$ cat src/rtl/approx_mul_pkg.sv
// Shared types, widths and the round-robin pick function for the
// arbitrated 8x8 exact / l=2 approximate multiplier.
package approx_mul_pkg;

    localparam int unsigned MUL_W    = 8;
    localparam int unsigned PROD_W   = 16;
    localparam int unsigned NREQ_MAX = 8;
    localparam int unsigned ID_MAX_W = 3;

    typedef enum logic {
        MODE_EXACT  = 1'b0,
        MODE_APPROX = 1'b1
    } mul_mode_t;

    typedef struct packed {
        logic [MUL_W-1:0]    x;
        logic [MUL_W-1:0]    y;
        logic [ID_MAX_W-1:0] id;
        mul_mode_t           mode;
    } s1_payload_t;

    typedef struct packed {
        logic [PROD_W-1:0]   z;
        logic [ID_MAX_W-1:0] id;
        mul_mode_t           mode;
    } s2_payload_t;

    typedef struct packed {
        logic                found;
        logic [ID_MAX_W-1:0] idx;
    } rr_pick_t;

    // Round-robin search starting at last+1; the descending scan lets the
    // nearest candidate overwrite farther ones, so no found-chain is needed.
    function automatic rr_pick_t rr_pick(
        input logic [NREQ_MAX-1:0] valid,
        input logic [ID_MAX_W-1:0] last,
        input int unsigned         nreq
    );
        rr_pick_t          pick;
        logic [ID_MAX_W:0] cand;
        pick = '0;
        for (int unsigned k = NREQ_MAX; k >= 1; k--) begin
            cand = {1'b0, last} + (ID_MAX_W+1)'(k);
            if (32'(cand) >= nreq) begin
                cand = cand - (ID_MAX_W+1)'(nreq);
            end
            if ((k <= nreq) && valid[cand[ID_MAX_W-1:0]]) begin
                pick.found = 1'b1;
                pick.idx   = cand[ID_MAX_W-1:0];
            end
        end
        return pick;
    endfunction

endpackage

$ cat src/rtl/approx_mul8_l2.sv
// Combinational 8x8 unsigned multiplier: exact product or l=2
// partial-product-exchange approximation, selected per operation.
module approx_mul8_l2
    import approx_mul_pkg::*;
(
    input  logic [MUL_W-1:0]  x,
    input  logic [MUL_W-1:0]  y,
    input  logic              approx,
    output logic [PROD_W-1:0] z
);

    logic              w_a;
    logic              w_b;
    logic              w_c;
    logic [PROD_W-1:0] w_exact;
    logic [PROD_W-1:0] w_trunc;
    logic [PROD_W-1:0] w_approx;

    always_comb begin
        w_a      = y[7] & x[0];
        w_b      = y[6] & x[1];
        w_c      = y[7] & x[1];
        w_exact  = PROD_W'(x) * PROD_W'(y);
        w_trunc  = PROD_W'(y) * PROD_W'(x[7:2]);
        // a=b=1 deliberately over-counts; the sum cannot carry past bit 15
        w_approx = (w_trunc << 2)
                 + (PROD_W'(w_a | w_b) << 7)
                 + (PROD_W'(w_a & w_b) << 8)
                 + (PROD_W'(w_c) << 8);
        z        = approx ? w_approx : w_exact;
    end

endmodule

$ cat src/rtl/approx_mul_arbiter.sv
// Round-robin arbiter plus two-stage pipeline sharing one multiplier among
// NREQ requesters, with a single backpressured response port.
module approx_mul_arbiter
    import approx_mul_pkg::*;
#(
    parameter  int unsigned NREQ = 4,
    localparam int unsigned IDW  = $clog2(NREQ)
) (
    input  logic                  clk,
    input  logic                  rst_n,
    input  logic [NREQ-1:0]       req_valid,
    output logic [NREQ-1:0]       req_ready,
    input  logic [MUL_W*NREQ-1:0] req_x,
    input  logic [MUL_W*NREQ-1:0] req_y,
    input  logic [NREQ-1:0]       req_approx,
    output logic                  rsp_valid,
    input  logic                  rsp_ready,
    output logic [PROD_W-1:0]     rsp_z,
    output logic [IDW-1:0]        rsp_id,
    output logic                  rsp_approx
);

    logic                r_s1_valid;
    logic                r_s2_valid;
    s1_payload_t         r_s1;
    s2_payload_t         r_s2;
    logic [ID_MAX_W-1:0] r_last_grant;

    logic [NREQ_MAX-1:0] w_valid_ext;
    logic                w_adv2;
    logic                w_s1_move;
    logic                w_s1_open;
    logic                w_accept;
    rr_pick_t            w_pick;
    logic [MUL_W-1:0]    w_sel_x;
    logic [MUL_W-1:0]    w_sel_y;
    mul_mode_t           w_sel_mode;
    logic [PROD_W-1:0]   w_z;

    always_comb begin
        w_valid_ext              = '0;
        w_valid_ext[NREQ-1:0]    = req_valid;
        w_adv2                   = !r_s2_valid || rsp_ready;
        w_s1_move                = r_s1_valid && w_adv2;
        w_s1_open                = !r_s1_valid || w_adv2;
        w_pick                   = rr_pick(w_valid_ext, r_last_grant, NREQ);
        w_accept                 = rst_n && w_s1_open && w_pick.found;
    end

    always_comb begin
        req_ready  = '0;
        w_sel_x    = '0;
        w_sel_y    = '0;
        w_sel_mode = MODE_EXACT;
        for (int unsigned i = 0; i < NREQ; i++) begin
            if (w_pick.idx == ID_MAX_W'(i)) begin
                req_ready[i] = w_accept;
                w_sel_x      = req_x[MUL_W*i +: MUL_W];
                w_sel_y      = req_y[MUL_W*i +: MUL_W];
                w_sel_mode   = mul_mode_t'(req_approx[i]);
            end
        end
    end

    approx_mul8_l2 u_mul (
        .x      (r_s1.x),
        .y      (r_s1.y),
        .approx (r_s1.mode == MODE_APPROX),
        .z      (w_z)
    );

    always_ff @(posedge clk) begin
        if (!rst_n) begin
            r_s1_valid   <= 1'b0;
            r_s2_valid   <= 1'b0;
            r_s1         <= '0;
            r_s2         <= '0;
            r_last_grant <= ID_MAX_W'(NREQ - 1);
        end else begin
            if (w_s1_move) begin
                r_s2_valid <= 1'b1;
                r_s2       <= '{z: w_z, id: r_s1.id, mode: r_s1.mode};
            end else if (rsp_ready) begin
                r_s2_valid <= 1'b0;
            end
            // S1 is refilled or emptied only when it can hand its entry on
            if (w_s1_open) begin
                r_s1_valid <= w_accept;
                if (w_accept) begin
                    r_s1         <= '{x: w_sel_x, y: w_sel_y, id: w_pick.idx, mode: w_sel_mode};
                    r_last_grant <= w_pick.idx;
                end
            end
        end
    end

    always_comb begin
        rsp_valid  = r_s2_valid;
        rsp_z      = r_s2.z;
        rsp_id     = r_s2.id[IDW-1:0];
        rsp_approx = (r_s2.mode == MODE_APPROX);
    end

    generate
        if (IDW < ID_MAX_W) begin : g_id_pad
            logic w_unused_id;
            assign w_unused_id = ^r_s2.id[ID_MAX_W-1:IDW];
        end
    endgenerate

endmodule

$ cat config.mk
export PLATFORM = sky130hd
export DESIGN_NAME = approx_mul_arbiter
export DESIGN_NICKNAME = d
export VERILOG_FILES = /design/src/rtl/approx_mul_pkg.sv /design/src/rtl/approx_mul8_l2.sv /design/src/rtl/approx_mul_arbiter.sv
export SDC_FILE = /design/constraint.sdc
export NUM_CORES = 1
export LEC_CHECK = 0
export CORE_ASPECT_RATIO = 1.25
export CORE_MARGIN = 2
export CORE_UTILIZATION = 45
export DETAILED_ROUTE_END_ITERATION = 16
export MAX_ROUTING_LAYER = met4
export PLACE_DENSITY_LB_ADDON = 0.3
export SETUP_SLACK_MARGIN = 0.05
export SLEW_MARGIN = 20
export SYNTH_ARGS = -nofsm -noshare
export SYNTH_HDL_FRONTEND = slang
export SYNTH_SLANG_ARGS = --single-unit
$ cat constraint.sdc
create_clock -name clk -period 7.41 [get_ports clk]
set_input_delay 1.482 -clock clk [delete_from_list [all_inputs] [get_ports clk]]
set_output_delay 1.482 -clock clk [all_outputs]
set_load 0.02 [all_outputs]
==> impl_metrics.tcl <==
set metrics [dict create \
    outcome "completed" \
    clk_latency_ns 0.29 \
    vias 5092 \
    port_buffers 98 \
    dp_slack_ns 1.472 \
    critPathCaptureType "output port" \
    rr_worst_depth 20 \
    cts_buffer_depth 2 \
    yosys_warnings 0 \
    holdBufCountCts 0 \
    cts_tree "done" \
    syn_inst 688 \
    drc 0 \
    synth_top_area_cell "fa_1" \
    antenna_found_initial 0 \
    fin_crit_sh 0.8010 \
    cts-resized-gates 0 \
    num_rows 46 \
    rsz0062_at_grt "no" \
    track_usage 0.2386 \
    fin_ws_ns 1.475 \
    avgSynthCellArea_sq_um 8.629 \
    async_flop_share 0 \
    clk_pin_slew_ns 0.06 \
    die_h_microns 132.4 \
    wl_per_cell_microns 16.92 \
    ir_drop_uv 222.1 \
    slew-limit-headroom 0.3554 \
    finalCriticalPeriod_ns 5.935 \
    fp.dieW_microns 106.7 \
    cts_setup_buffers 0 \
    cts_buffers 5 \
    syn-cell-area_sq_um 5937 \
    slew_violations 0 \
    drt_first_iter_violations 200 \
    crit_required_ns 5.93 \
    routed_wl_microns 15800 \
    synth_top_cell_area_share 0.1888 \
    path_class "in2out" \
    cap_violations 0 \
    crit_path_start_kind "input pin" \
    cp.arrival_ns 4.45 \
    grt_max_degree 31 \
    root_buffer "clkbuf_16" \
    num_antenna_cells 0 \
    dr.pass1.iters 4 \
    drive_above_1_share 0.04308 \
    grt_overflow_total 0 \
    multiInputGateArea_sq_um 4488 \
    fillers 1216 \
    setup_viol 0 \
    area_growth_pct 19.56 \
    antenna_left 0 \
    cp_max_fo 30 \
    synth_seq_cells 43 \
    final.setup_skew_ns 0.01166 \
    fp.coreArea_sq_um 12780 \
    hold_path.class "reg2reg" \
    hold_path_depth 2 \
    synth_flop_cell "dfxtp_1" \
    grt_pass1_wl_microns 26270 \
    synthTopCellsByArea "fa_1 19%, dfxtp_1 14%, ha_1 14%, inv_1 6.8%, mux2i_1 6.7%" \
    vias_per_cell 5.452 \
    seq_area_frac_synth 0.1450 \
    power.leakage_nw 3.340 \
    design.die.area_sq_um 14130 \
    finish.net_count 961 \
    synth_nets 884 \
    seq_area_sq_um 860.8 \
    hold_viol_final 0 \
    worstMarginPinSlew_ns 0.9669 \
    fmax_ghz 0.1685 \
    setup_tns_ns 0 \
    synth_edf_count 0 \
    hpwlAfterDp_microns 13140 \
    io_pins 99 \
    power.density_nw_per_um2 429.2 \
    yosysUniqueCellTypes 64 \
    routabilityCongestion 0.9298 \
    initial_utilization 0.4646 \
    cts.sinks 43 \
    grt_pass1_vias 5317 \
    htreeDepth 2 \
]
-- cells in the final DEF, fill, tap and decap left out, drive strengths merged, types with 3 or more instances in the layout --
cell and instances:
inv 108, clkdlybuf4s50 98, nand2 73, ha 65, fa 56, and2 43, dfxtp 43, mux2i 40
nor2 30, a21oi 22, o221ai 18, nand3 17, o21ai 16, nor3 13, xnor2 12, nand2b 10
xor2 8, nand4 8, nor2b 7, a211oi 7, o21a 6, a31oi 6, clkbuf 6, and3 5
a311oi 4, o211ai 4, o2111ai 4, a21o 4, nor3b 3
-- through the flow --
stage	util	hold slack, ns	power, mW	instances	cell area, sq um
after CTS	0.5555	0.4603	3.038	934	7098
after floorplan	-	0.4288	2.257	688	5937
after global placement	0.5443	0.4466	2.749	926	6954
final	0.5555	0.4620	3.046	934	7098
after global routing	0.5555	0.4802	3.372	934	7098
after detailed placement	0.5445	0.4495	2.797	926	6957
-- worst paths after layout --
path	start	endpoint	slack [ns]
setup / recovery	req_valid[1]	req_ready[2]	1.47
hold / removal	r_s1[2]	rsp_id[1]	0.46
setup reg to reg	r_s1[19]	rsp_z[14]	2.03
hold reg to reg	r_s1[2]	rsp_id[1]	0.46
-- cells by family after synthesis --
group | Yosys count | synth area share
AO/OA/AOI/OAI | 105 | 0.1383
multiplexers | 42 | 0.07313
adder cells (fa/ha/maj) | 121 | 0.3258
AND/OR/NAND/NOR | 219 | 0.1869
buffers and inverters | 138 | 0.1014
flip-flops | 43 | 0.1450
XOR/XNOR | 20 | 0.02951
-- cell type report --
| type | instances | share of cell area |
|---|---|---|
| multi-input combinational | 507 | 0.6323 |
| timing repair buffer | 99 | 0.1393 |
| sequential | 43 | 0.1213 |
| inverter | 109 | 0.05764 |
| tap | 168 | 0.02961 |
| clock buffer | 6 | 0.01816 |
| clock inverter | 2 | 0.001763 |
-- worst max-delay path, stage by stage --
cell and delay, ns:
clkdlybuf4s50_1 0.46, nor3b_2 0.17, a21oi_1 0.08, a311oi_1 0.29
nor3_1 0.12, o32ai_4 0.51, buf_4 0.49, and3_1 0.23
clkdlybuf4s50_1 0.61
-- state kept, by name (all words and copies together), names as in the netlist --
name          flops
r_s1             19
rsp_z            16
r_last_grant      3
rsp_id            2
r_s1_valid        1
rsp_approx        1
rsp_valid         1
-- power by group --
group | switching [mW] | internal, mW | total, mW
Sequential | 0.163 | 0.316 | 0.479
Clock | 0.0925 | 0.124 | 0.217
Combinational | 1.35 | 1.00 | 2.35
-- synthesized netlist by cell type, types with 2 or more instances --
cell       instances
fa_1              56
dfxtp_1           43
nor2b_1            7
buf_6              5
or3_1              2
mux2i_1           40
a31oi_1            5
and3_1             5
o21ai_0           14
nor3_1            13
nand3_1           17
a21oi_1           21
nor3b_1            2
a311oi_1           4
nand2_1           71
clkbuf_1          19
ha_1              65
nand2_2            2
o21a_1             6
inv_1            107
a211oi_1           7
buf_12             2
o21ai_1            2
nor2_1            30
xor2_1             8
nand4_1            8
o2111ai_1          4
a31o_2             2
xnor2_1           12
o211ai_1           4
o31ai_1            2
a21o_1             4
o221ai_1           8
and2_1            43
nand2b_1           9
o221ai_2          10
buf_2              2
-- metal layers --
layer  routed length, microns  vias to the layer above  GRT usage
li1                         -                     2461          -
met5                        0                        -          -
met1                     6623                     2457     0.2927
met2                     8002                      155     0.4126
met4                      346                        0    0.05844
met3                      832                       19    0.03350
No activity file was read; power rests on OpenSTA's default activity.
